$ cat config.mk
export PLATFORM = sky130hd
export DESIGN_NAME = spatz_tcdm_bank_xbar
export DESIGN_NICKNAME = d
export VERILOG_FILES = /design/src/rtl/spatz_tcdm_bank_xbar.sv
export SDC_FILE = /design/constraint.sdc
export NUM_CORES = 1
export LEC_CHECK = 0
export CORE_AREA = 3 3 424 426
export CTS_CLUSTER_DIAMETER = 60
export DETAILED_ROUTE_END_ITERATION = 16
export DIE_AREA = 0 0 427 429
export GPL_TIMING_DRIVEN = 0
export SETUP_SLACK_MARGIN = 0.1
export SLEW_MARGIN = 5
export SYNTH_ARGS = -nofsm -noshare
export SYNTH_HDL_FRONTEND = slang
export SYNTH_SLANG_ARGS = --single-unit
$ cat constraint.sdc
create_clock -name clk_i -period 7.05 [get_ports clk_i]
set_input_delay 1.41 -clock clk_i [delete_from_list [all_inputs] [get_ports clk_i]]
set_output_delay 1.41 -clock clk_i [all_outputs]
set_load 0.03 [all_outputs]
$ cat src/rtl/spatz_tcdm_bank_xbar.sv
// Request crossbar from NumInp requestors onto NumOut word-interleaved TCDM banks.
// Each bank has its own round-robin arbiter. A grant is locked while the bank stalls.
// Each input keeps a fixed-latency response tracker, and a saturating counter records conflict cycles.

// Per-bank round-robin arbiter with lock-in while the bank back-pressures.
module spatz_tcdm_bank_arb #(
  parameter int NumInp = 4,
  parameter int IdxW   = 2
) (
  input  logic              clk_i,
  input  logic              rst_ni,
  input  logic [NumInp-1:0] req,
  input  logic              ready,
  output logic              valid,
  output logic [IdxW-1:0]   idx
);
  logic [IdxW-1:0] ptr_q, lock_idx_q, rr_idx, next_ptr;
  logic            lock_q, rr_found, lock_hit;

  // Lowest requester at or above the pointer wins; otherwise the lowest one below it.
  always_comb begin
    rr_found = 1'b0;
    rr_idx   = '0;
    for (int k = NumInp-1; k >= 0; k--)
      if (req[k] && (k < int'(ptr_q))) begin
        rr_found = 1'b1;
        rr_idx   = IdxW'(k);
      end
    for (int k = NumInp-1; k >= 0; k--)
      if (req[k] && (k >= int'(ptr_q))) begin
        rr_found = 1'b1;
        rr_idx   = IdxW'(k);
      end
  end

  assign lock_hit = lock_q & req[lock_idx_q];
  assign valid    = lock_hit | rr_found;
  assign idx      = lock_hit ? lock_idx_q : rr_idx;
  assign next_ptr = (int'(idx) == NumInp-1) ? '0 : idx + 1'b1;

  // On acceptance, move the pointer past the winner. On a stall, pin the grant on the winner.
  always_ff @(posedge clk_i or negedge rst_ni) begin
    if (!rst_ni) begin
      ptr_q      <= '0;
      lock_q     <= 1'b0;
      lock_idx_q <= '0;
    end else if (valid) begin
      if (ready) begin
        ptr_q  <= next_ptr;
        lock_q <= 1'b0;
      end else begin
        lock_q     <= 1'b1;
        lock_idx_q <= idx;
      end
    end else begin
      lock_q <= 1'b0;
    end
  end
endmodule

module spatz_tcdm_bank_xbar #(
  parameter int NumInp        = 4,
  parameter int NumOut        = 8,
  parameter int AddrWidth     = 32,
  parameter int MemAddrWidth  = 10,
  parameter int DataWidth     = 32,
  parameter int MemRspLatency = 1,
  parameter int ScrambleMode  = 1,
  parameter int RspReg        = 0,
  localparam int StrbWidth    = DataWidth/8
) (
  input  logic                                   clk_i,
  input  logic                                   rst_ni,
  input  logic [NumInp-1:0]                      req_valid_i,
  output logic [NumInp-1:0]                      req_ready_o,
  input  logic [NumInp-1:0][AddrWidth-1:0]       req_addr_i,
  input  logic [NumInp-1:0]                      req_write_i,
  input  logic [NumInp-1:0][DataWidth-1:0]       req_wdata_i,
  input  logic [NumInp-1:0][StrbWidth-1:0]       req_strb_i,
  output logic [NumInp-1:0]                      rsp_valid_o,
  output logic [NumInp-1:0][DataWidth-1:0]       rsp_rdata_o,
  output logic [NumOut-1:0]                      mem_valid_o,
  input  logic [NumOut-1:0]                      mem_ready_i,
  output logic [NumOut-1:0][MemAddrWidth-1:0]    mem_addr_o,
  output logic [NumOut-1:0]                      mem_write_o,
  output logic [NumOut-1:0][DataWidth-1:0]       mem_wdata_o,
  output logic [NumOut-1:0][StrbWidth-1:0]       mem_strb_o,
  input  logic [NumOut-1:0][DataWidth-1:0]       mem_rdata_i,
  input  logic                                   clear_i,
  output logic [31:0]                            conflict_cnt_o
);
  localparam int B    = $clog2(StrbWidth);
  localparam int S    = $clog2(NumOut);
  localparam int IdxW = (NumInp > 1) ? $clog2(NumInp) : 1;
  localparam int RowW = AddrWidth - B - S;
  localparam int L    = MemRspLatency;

  logic [NumInp-1:0][S-1:0]            bank;
  logic [NumInp-1:0][MemAddrWidth-1:0] maddr;
  logic [NumInp-1:0]                   granted, accept;
  logic [NumOut-1:0][NumInp-1:0]       tgt;
  logic [NumOut-1:0]                   arb_valid;
  logic [NumOut-1:0][IdxW-1:0]         arb_idx;

  // Per-input address decode: raw bank, row, and scrambled bank.
  for (genvar i = 0; i < NumInp; i++) begin : g_dec
    logic [S-1:0]    raw;
    logic [RowW-1:0] row;
    assign raw      = req_addr_i[i][B +: S];
    assign row      = req_addr_i[i][AddrWidth-1:B+S];
    assign maddr[i] = row[MemAddrWidth-1:0];
    if (ScrambleMode == 1) begin : g_half
      assign bank[i] = (row[1] ^ row[0]) ? raw + S'(NumOut/2) : raw;
    end else if (ScrambleMode == 2) begin : g_rot
      assign bank[i] = raw + row[S-1:0];
    end else begin : g_none
      assign bank[i] = raw;
    end
  end

  // Per-bank arbitration and payload mux.
  for (genvar b = 0; b < NumOut; b++) begin : g_bank
    for (genvar i = 0; i < NumInp; i++) begin : g_tgt
      assign tgt[b][i] = req_valid_i[i] & (bank[i] == S'(b));
    end
    spatz_tcdm_bank_arb #(.NumInp(NumInp), .IdxW(IdxW)) u_arb (
      .clk_i (clk_i),
      .rst_ni(rst_ni),
      .req   (tgt[b]),
      .ready (mem_ready_i[b]),
      .valid (arb_valid[b]),
      .idx   (arb_idx[b])
    );
    assign mem_valid_o[b] = arb_valid[b] & rst_ni;
    assign mem_addr_o[b]  = maddr[arb_idx[b]];
    assign mem_write_o[b] = req_write_i[arb_idx[b]];
    assign mem_wdata_o[b] = req_wdata_i[arb_idx[b]];
    assign mem_strb_o[b]  = req_strb_i[arb_idx[b]];
  end

  // Ready is combinational: the input owns its bank's grant and the bank is ready.
  for (genvar i = 0; i < NumInp; i++) begin : g_rdy
    assign granted[i]     = req_valid_i[i] & mem_valid_o[bank[i]] & (arb_idx[bank[i]] == IdxW'(i));
    assign req_ready_o[i] = granted[i] & mem_ready_i[bank[i]];
    assign accept[i]      = req_valid_i[i] & req_ready_o[i];
  end

  logic [NumInp-1:0][L-1:0]        vld_pipe;
  logic [NumInp-1:0][L-1:0][S-1:0] bank_pipe;
  logic [NumInp-1:0]               rsp_v;
  logic [NumInp-1:0][DataWidth-1:0] rsp_d;

  // Track which bank each accepted request went to, aligned with the fixed bank latency.
  always_ff @(posedge clk_i or negedge rst_ni) begin
    if (!rst_ni) begin
      vld_pipe  <= '0;
      bank_pipe <= '0;
    end else begin
      for (int i = 0; i < NumInp; i++) begin
        vld_pipe[i][0]  <= accept[i];
        bank_pipe[i][0] <= bank[i];
        for (int s = 1; s < L; s++) begin
          vld_pipe[i][s]  <= vld_pipe[i][s-1];
          bank_pipe[i][s] <= bank_pipe[i][s-1];
        end
      end
    end
  end

  for (genvar i = 0; i < NumInp; i++) begin : g_rsp
    assign rsp_v[i] = vld_pipe[i][L-1];
    assign rsp_d[i] = mem_rdata_i[bank_pipe[i][L-1]];
  end

  if (RspReg != 0) begin : g_rsp_reg
    logic [NumInp-1:0]                rsp_v_q;
    logic [NumInp-1:0][DataWidth-1:0] rsp_d_q;
    // Optional output register on the response path.
    always_ff @(posedge clk_i or negedge rst_ni) begin
      if (!rst_ni) begin
        rsp_v_q <= '0;
        rsp_d_q <= '0;
      end else begin
        rsp_v_q <= rsp_v;
        rsp_d_q <= rsp_d;
      end
    end
    assign rsp_valid_o = rsp_v_q;
    assign rsp_rdata_o = rsp_d_q;
  end else begin : g_rsp_comb
    assign rsp_valid_o = rsp_v;
    assign rsp_rdata_o = rsp_d;
  end

  logic [31:0] cnt_q;
  logic        stall;
  assign stall          = |(req_valid_i & ~req_ready_o);
  assign conflict_cnt_o = cnt_q;

  // Count cycles with any stalled requester. The count saturates, and clear wins over an increment.
  always_ff @(posedge clk_i or negedge rst_ni) begin
    if (!rst_ni)                  cnt_q <= '0;
    else if (clear_i)             cnt_q <= '0;
    else if (stall && cnt_q != '1) cnt_q <= cnt_q + 32'd1;
  end
endmodule

==> impl_metrics.yaml, run 1 <==
run_status:
  outcome: "completed"
cts:
  clock_latency_ns: 0.40
  path_clk_slew_ns: 0.07
  cts-root-buf: "clkbuf_16"
  cts-htree-levels: 3
  cts.sink_count: 88
  numCtsBuffers: 9
  cts_hold_buffers: 0
  clockBufferDepth: 2
  cts_tree: "done"
timing:
  fmax_mhz: 144
  rsz0062_at_grt: "true"
  setup_viol: 0
  hold_slack_ns: 0.539
  slew-limit-headroom_pct: 13.9
  period_minus_slack_ns: 6.96
  slew_violations: 0
  max_slew.worst_pin.slew_ns: 1.29
  finalClockSkew_ns: 0.0181
  fin_crit_sh_pct: 98.8
  setup_slack_ns: 0.0868
  hold_viol: 0
global_routing:
  grt_pass1_vias: 34082
  grt_max_degree: 58
  grt_pass1_wl_mm: 300
  track_usage_pct: 23.3
  antenna_found_initial: 45
  overflow: 0
job:
  max_cap_violations: 0
routing:
  firstDrtPassIters: 6
  antenna_left: 0
  num_vias: 35454
  wirelength_mm: 225
  drtIter0Drc: 4481
  vias_per_cell: 5.34
  wl_per_cell_um: 33.9
  remaining_drc_errors: 0
cells_and_area:
  fin_nets: 4817
  drive_above_1_share_pct: 20.6
  fin_cells: 6634
  design_area_um2: 39600
  syn2layout_area_growth_pct: 56.5
synth:
  synth_edf_count: 0
  yosysUniqueCellTypes: 87
  syn_area_um2: 25300
  ys_ff_latch: 88
  postSynthAreaPerCell_um2: 7.79
  yosysWarnings: 0
  synth_top_flop_cell: "dfrtp_1"
  ys_async_sr_fraction_pct: 100
  synth.top_cell.area_share_pct: 27.5
  synthTopCellsByArea: "mux4_2 27%, nand2_1 12%, dfrtp_1 8.7%, a211oi_1 8.5%, a31oi_1 8.3%"
  synth.largest_area_cell: "mux4_2"
  synthCells: 3252
  netlist_top_cells_count: "818 x nand2_1, 335 x a31oi_1, 309 x mux4_2"
  syn_nets: 3800
  synth_most_common_cell: "nand2_1"
  ys_seq_area_share_pct: 8.70
critical_path:
  critPathArrivalTime_ns: 5.55
  critical_path_class: "in -> out"
  worst_setup_path_end_kind: "output pin"
  crit_fanout: 10
  worst_setup_path_start_kind: "primary input"
  reg2reg_slack_ns: 2.62
  cp.required_ns: 5.64
floorplan:
  boundaryPins: 1099
  rows: 154
  die_area_um2: 183000
  die_y_um: 429
  start_util_pct: 14.4
  core_area_um2: 176000
  dieWidth_um: 427
placed_design:
  place_hpwl_mm: 179
  dp_cells: 6568
  placed_area_um2: 38100
  gp_congestion: 0.984
  port_buffers: 965
  pre_cts_slack_ns: -2.94
pwr:
  leakagePower_nw: 14.7
  power_density_nw_per_um2: 165
  irDropWorstVdd_mv: 0.110
worst_hold_path:
  hold_class: "reg -> reg"
sequential cells by signal (all words and copies together), names as in the netlist:
register                 flops
bank_pipe                   12
g_bank.u_arb.lock_idx_q     16
g_bank.u_arb.ptr_q          16
conflict_cnt_o              32
g_bank.u_arb.lock_q          8
rsp_valid_o                  4
report_power, final:
group	internal [mW]	leakage [nW]	total, mW	switching (mW)
registers	0.571	1.15	0.663	0.0915
clock network	0.254	0.150	0.539	0.284
logic	1.92	13.4	5.36	3.44
total	2.75	14.7	6.56	3.81
path summary, 6_finish.rpt:
| check | startpoint | end | depth (start not counted) |
|---|---|---|---|
| min | g_bank[2].u_arb.lock_idx_q[1] | g_bank[2].u_arb.lock_idx_q[1] | 1 |
| max | req_addr_i[4] | mem_strb_o[31] | 12 |
| max in group asynchronous | rst_ni | bank_pipe[6] | 2 |
| max reg2reg | g_bank[1].u_arb.lock_idx_q[1] | conflict_cnt_o[21] | 15 |
| min in group asynchronous | rst_ni | conflict_cnt_o[6] | 1 |
| min reg2reg | g_bank[2].u_arb.lock_idx_q[1] | g_bank[2].u_arb.lock_idx_q[1] | 1 |
cells in the final DEF, fill, tap and decap left out, drive strengths merged, types with 38 or more instances in the layout:
cell | Yosys | final
clkdlybuf4s15 | 0 | 41
and3 | 65 | 65
dlygate4sd2 | 0 | 198
clkdlybuf4s50 | 0 | 641
a211oi | 287 | 287
inv | 32 | 38
mux2 | 146 | 146
dlymetal6s2s | 0 | 66
buf | 89 | 141
clkbuf | 306 | 320
dfrtp | 88 | 88
nand3 | 46 | 46
and2 | 290 | 290
a21oi | 42 | 42
mux4 | 309 | 309
o21ai | 38 | 38
nor2 | 69 | 69
nand2 | 818 | 818
a31oi | 335 | 335
layer usage:
layer / vias up / GRT usage (%) / wire, um
met5: - / 0 / 220
met4: 32 / 13.0 / 15400
met3: 645 / 5.28 / 20100
met2: 2807 / 41.9 / 114000
met1: 17463 / 24.9 / 75500
li1: 14507 / - / -
cells by family after synthesis:
family	Yosys count	synth area share [%]
XOR/XNOR	11	0.613
adder cells (fa/ha/maj)	1	0.0494
AO/OA/AOI/OAI	832	23.1
AND/OR/NAND/NOR	1432	26.7
buffers and inverters	427	6.59
multiplexers	461	34.2
flip-flops	88	8.70
critical path, stage by stage:
cell	delay [ns]
clkdlybuf4s50_1	0.49
xnor3_4	0.50
inv_2	0.19
buf_4	0.25
nand4_1	0.16
a31oi_2	0.35
o31a_4	0.32
clkbuf_2	0.30
clkbuf_2	0.31
nand2_1	0.09
a31oi_1	0.38
clkdlybuf4s50_1	0.75
timing repair:
| item | 4_1_cts | 5_1_grt |
|---|---|---|
| pin swaps | 13 | 2 |
| gates resized for setup | 705 | 175 |
| setup buffers | 32 | 2 |
| setup endpoints to repair | 412 | 191 |
layout make-up:
| class | count | area, um^2 |
|---|---|---|
| flip-flops and latches | 88 | 2200 |
| clock buffers | 9 | 225 |
| inverters | 32 | 120 |
| plain buffers | 391 | 2040 |
| clock inverters | 7 | 76.3 |
| multi-input cells | 2737 | 22000 |
| diodes | 20 | 50.0 |
| repair buffers | 1010 | 10000 |
| fillers | 19448 | 136000 |
| well taps | 2340 | 2930 |
stage by stage:
stage | total power, mW | TNS (ns) | utilization [%]
3_3_place_gp | 5.96 | -845.78 | 21.5
4_1_cts | 6.53 | 0 | 22.3
3_5_place_dp | 5.99 | -667.17 | 21.7
5_1_grt | 6.78 | 0 | 22.5
2_1_floorplan | 3.39 | 0 | -
6_report | 6.56 | 0 | 22.5
Power figures use the tool's default switching activity.
==> run 2: changes to the inputs <==
==> constraint.sdc (replaced) <==
create_clock -name clk_i -period 7.05 [get_ports clk_i]
set_input_delay 0.705 -clock clk_i [delete_from_list [all_inputs] [get_ports clk_i]]
set_output_delay 0.705 -clock clk_i [all_outputs]
set_load 0.03 [all_outputs]
==> impl_metrics.yaml, run 2 (synthesis gave the netlist of run 1 again) <==
placed_design:
  place_hpwl_mm: 179
  port_buffers: 965
  gp_congestion: 0.984
cells_and_area:
  drive_above_1_share_pct: 14.8
  final_cell_mix: "962 x clkdlybuf4s50_1, 818 x nand2_1, 326 x a31oi_1, 309 x mux4_2, 287 x a211oi_1"
  syn2layout_area_growth_pct: 53.0
  largest_register_ffs: 32
  final_common_cell: "clkdlybuf4s50_1"
  fin_nets: 4791
  final.fill_count: 19429
critical_path:
  path_buf_inv: 5
  reg2reg_slack_ns: 2.59
  reg2reg_to: "conflict_cnt_o[21]"
  cp.required_ns: 6.34
  crit_fanout: 10
  rr_startpoint: "g_bank[1].u_arb.lock_idx_q[1]"
  critPathArrivalTime_ns: 6.09
  r2r_cells: 15
  worstPathCellList: "clkdlybuf4s50_1, clkbuf_1, nand3b_1, nor2_1, a311oi_1, o31ai_4, clkbuf_1, clkbuf_1, nand2_1, a31oi_2, clkdlybuf4s50_1"
  critical_path_class: "in -> out"
  slowest_delay_ns: 0.81
  crit_path_frequent_cell: "clkbuf_1"
  cpLargestDelayFamily: "buffers and inverters"
  cpMaxStageDelayCell: "clkdlybuf4s50_1"
  worst_setup_path_start_kind: "primary input"
  worst_setup_path_end_kind: "output pin"
global_routing:
  antenna_found_initial: 49
  use_met2_pct: 41.3
  gr-usage-met3_pct: 5.32
  grt_pass1_vias: 33815
  busiest_layer: "met2"
  met1_usage_pct: 24.7
  track_usage_pct: 23.0
  grt_pass1_wl_mm: 297
  overflow: 0
  grt_max_degree: 58
pwr:
  p_switching_mw: 3.77
  p_int_mw: 2.83
  irDropWorstVdd_mv: 0.109
  seqPwrFrac_pct: 10.0
  power_density_nw_per_um2: 170
  leakagePower_nw: 13.1
  comb_power_share_pct: 81.9
  clock_power_share_pct: 8.1
  total_power_mw: 6.60
  switching_share_pct: 57.1
routing:
  firstDrtPassIters: 7
  vias_per_cell: 5.35
  remaining_drc_errors: 0
  wl_per_cell_um: 33.8
  wirelength_mm: 223
  drtIter0Drc: 4366
  num_vias: 35373
  antenna_left: 0
timing:
  hold_slack_ns: 0.290
  slew_violations: 0
  max_slew.worst_pin.slew_ns: 1.35
  slew-limit-headroom_pct: 9.97
  period_minus_slack_ns: 6.79
  fmax_mhz: 147
  fin_crit_sh_pct: 96.4
  hold_viol: 0
  setup_viol: 0
  finalClockSkew_ns: 0.0189
  rsz0062_at_grt: "false"
cts:
  clock_latency_ns: 0.40
  cts.sink_count: 88
  cts_hold_buffers: 0
  cts_tree: "done"
  cts-htree-levels: 3
  numCtsBuffers: 9
  path_clk_slew_ns: 0.09
  cts-root-buf: "clkbuf_16"
  clockBufferDepth: 2
floorplan:
  dieWidth_um: 427
  boundaryPins: 1099
  start_util_pct: 14.4
  rows: 154
  die_y_um: 429
  core_area_um2: 176000
  die_area_um2: 183000
worst_hold_path:
  hold_class: "in -> async"
job:
  max_cap_violations: 0
run_status:
  outcome: "completed"
run 2: cell types whose count changed in the layout (fill, tap and decap cells not counted), sizes merged:
| cell | delta |
|---|---|
| buf | -34 |
| clkbuf | -8 |
| clkdlybuf4s15 | -40 |
| clkdlybuf4s50 | +321 |
| diode | +1 |
| dlygate4sd1 | -3 |
| dlygate4sd2 | -198 |
| dlymetal6s2s | -64 |
run 2: cell type report:
class | count | area (um^2) | area share [%]
Inverter | 32 | 120 | 0.310
Clock buffer | 9 | 225 | 0.581
Timing Repair Buffer | 986 | 9940 | 25.7
Antenna cell | 21 | 52.6 | 0.136
Multi-Input combinational cell | 2737 | 21600 | 55.7
Clock inverter | 7 | 76.3 | 0.197
Sequential cell | 88 | 2200 | 5.68
Tap cell | 2340 | 2930 | 7.56
Buffer | 389 | 1610 | 4.15
run 2: worst register-to-register path: cells and delay by family, from the launching register on:
family,cells,cell delay [ns]
compound gates,6,1.91
simple gates,4,0.82
mux,1,0.37
flops,1,0.37
buf+inv,4,0.87
run 2: power by group through the flow:
| stage | Clock [mW] | Combinational [mW] | Sequential [mW] |
|---|---|---|---|
| 2_1_floorplan | 0 | 2.74 | 0.645 |
| 3_3_place_gp | 0 | 5.29 | 0.660 |
| 3_5_place_dp | 0 | 5.33 | 0.665 |
| 4_1_cts | 0.555 | 5.38 | 0.656 |
| 5_1_grt | 0.578 | 5.58 | 0.669 |
| 6_report | 0.535 | 5.41 | 0.659 |
run 2: through the flow:
stage               worst slack [ns]  instance area (um^2)  utilization, %  cells  setup TNS [ns]
CTS                            0.104                 38600            21.9   6588               0
finish                         0.256                 38700            22.0   6609               0
global placement               -1.56                 37900            21.5   6557         -282.10
floorplan                       2.33                 25300               -   3252               0
global route                   0.104                 38700            22.0   6598               0
detailed placement             -1.53                 38100            21.7   6568         -154.06
run 2: worst max path at each step:
stage | cells past startpoint | slack (ns) | endpoint | from
6_report | 11 | 0.26 | mem_wdata_o[177] | req_addr_i[66]
5_1_grt | 14 | 0.10 | mem_wdata_o[70] | req_addr_i[2]
4_1_cts | 10 | 0.10 | mem_wdata_o[151] | req_addr_i[98]
3_5_place_dp | 12 | -1.53 | mem_wdata_o[177] | req_addr_i[2]
3_3_place_gp | 8 | -1.56 | req_ready_o[2] | rst_ni
2_1_floorplan | 16 | 2.33 | conflict_cnt_o[0] | req_addr_i[5]
run 2: what timing repair did:
| action | CTS | global route |
|---|---|---|
| resized for setup | 60 | 31 |
| pin swaps | 3 | 0 |
| setup buffers | 10 | 0 |
| endpoints found under the setup margin | 306 | 46 |
run 2: per-layer routing:
metal	wire, um	vias to the layer above	share of wire, %
li1	-	14453	-
met1	74900	17531	34
met2	114000	2750	51
met3	19900	605	8.9
met4	14500	34	6.5
met5	236	-	0.11
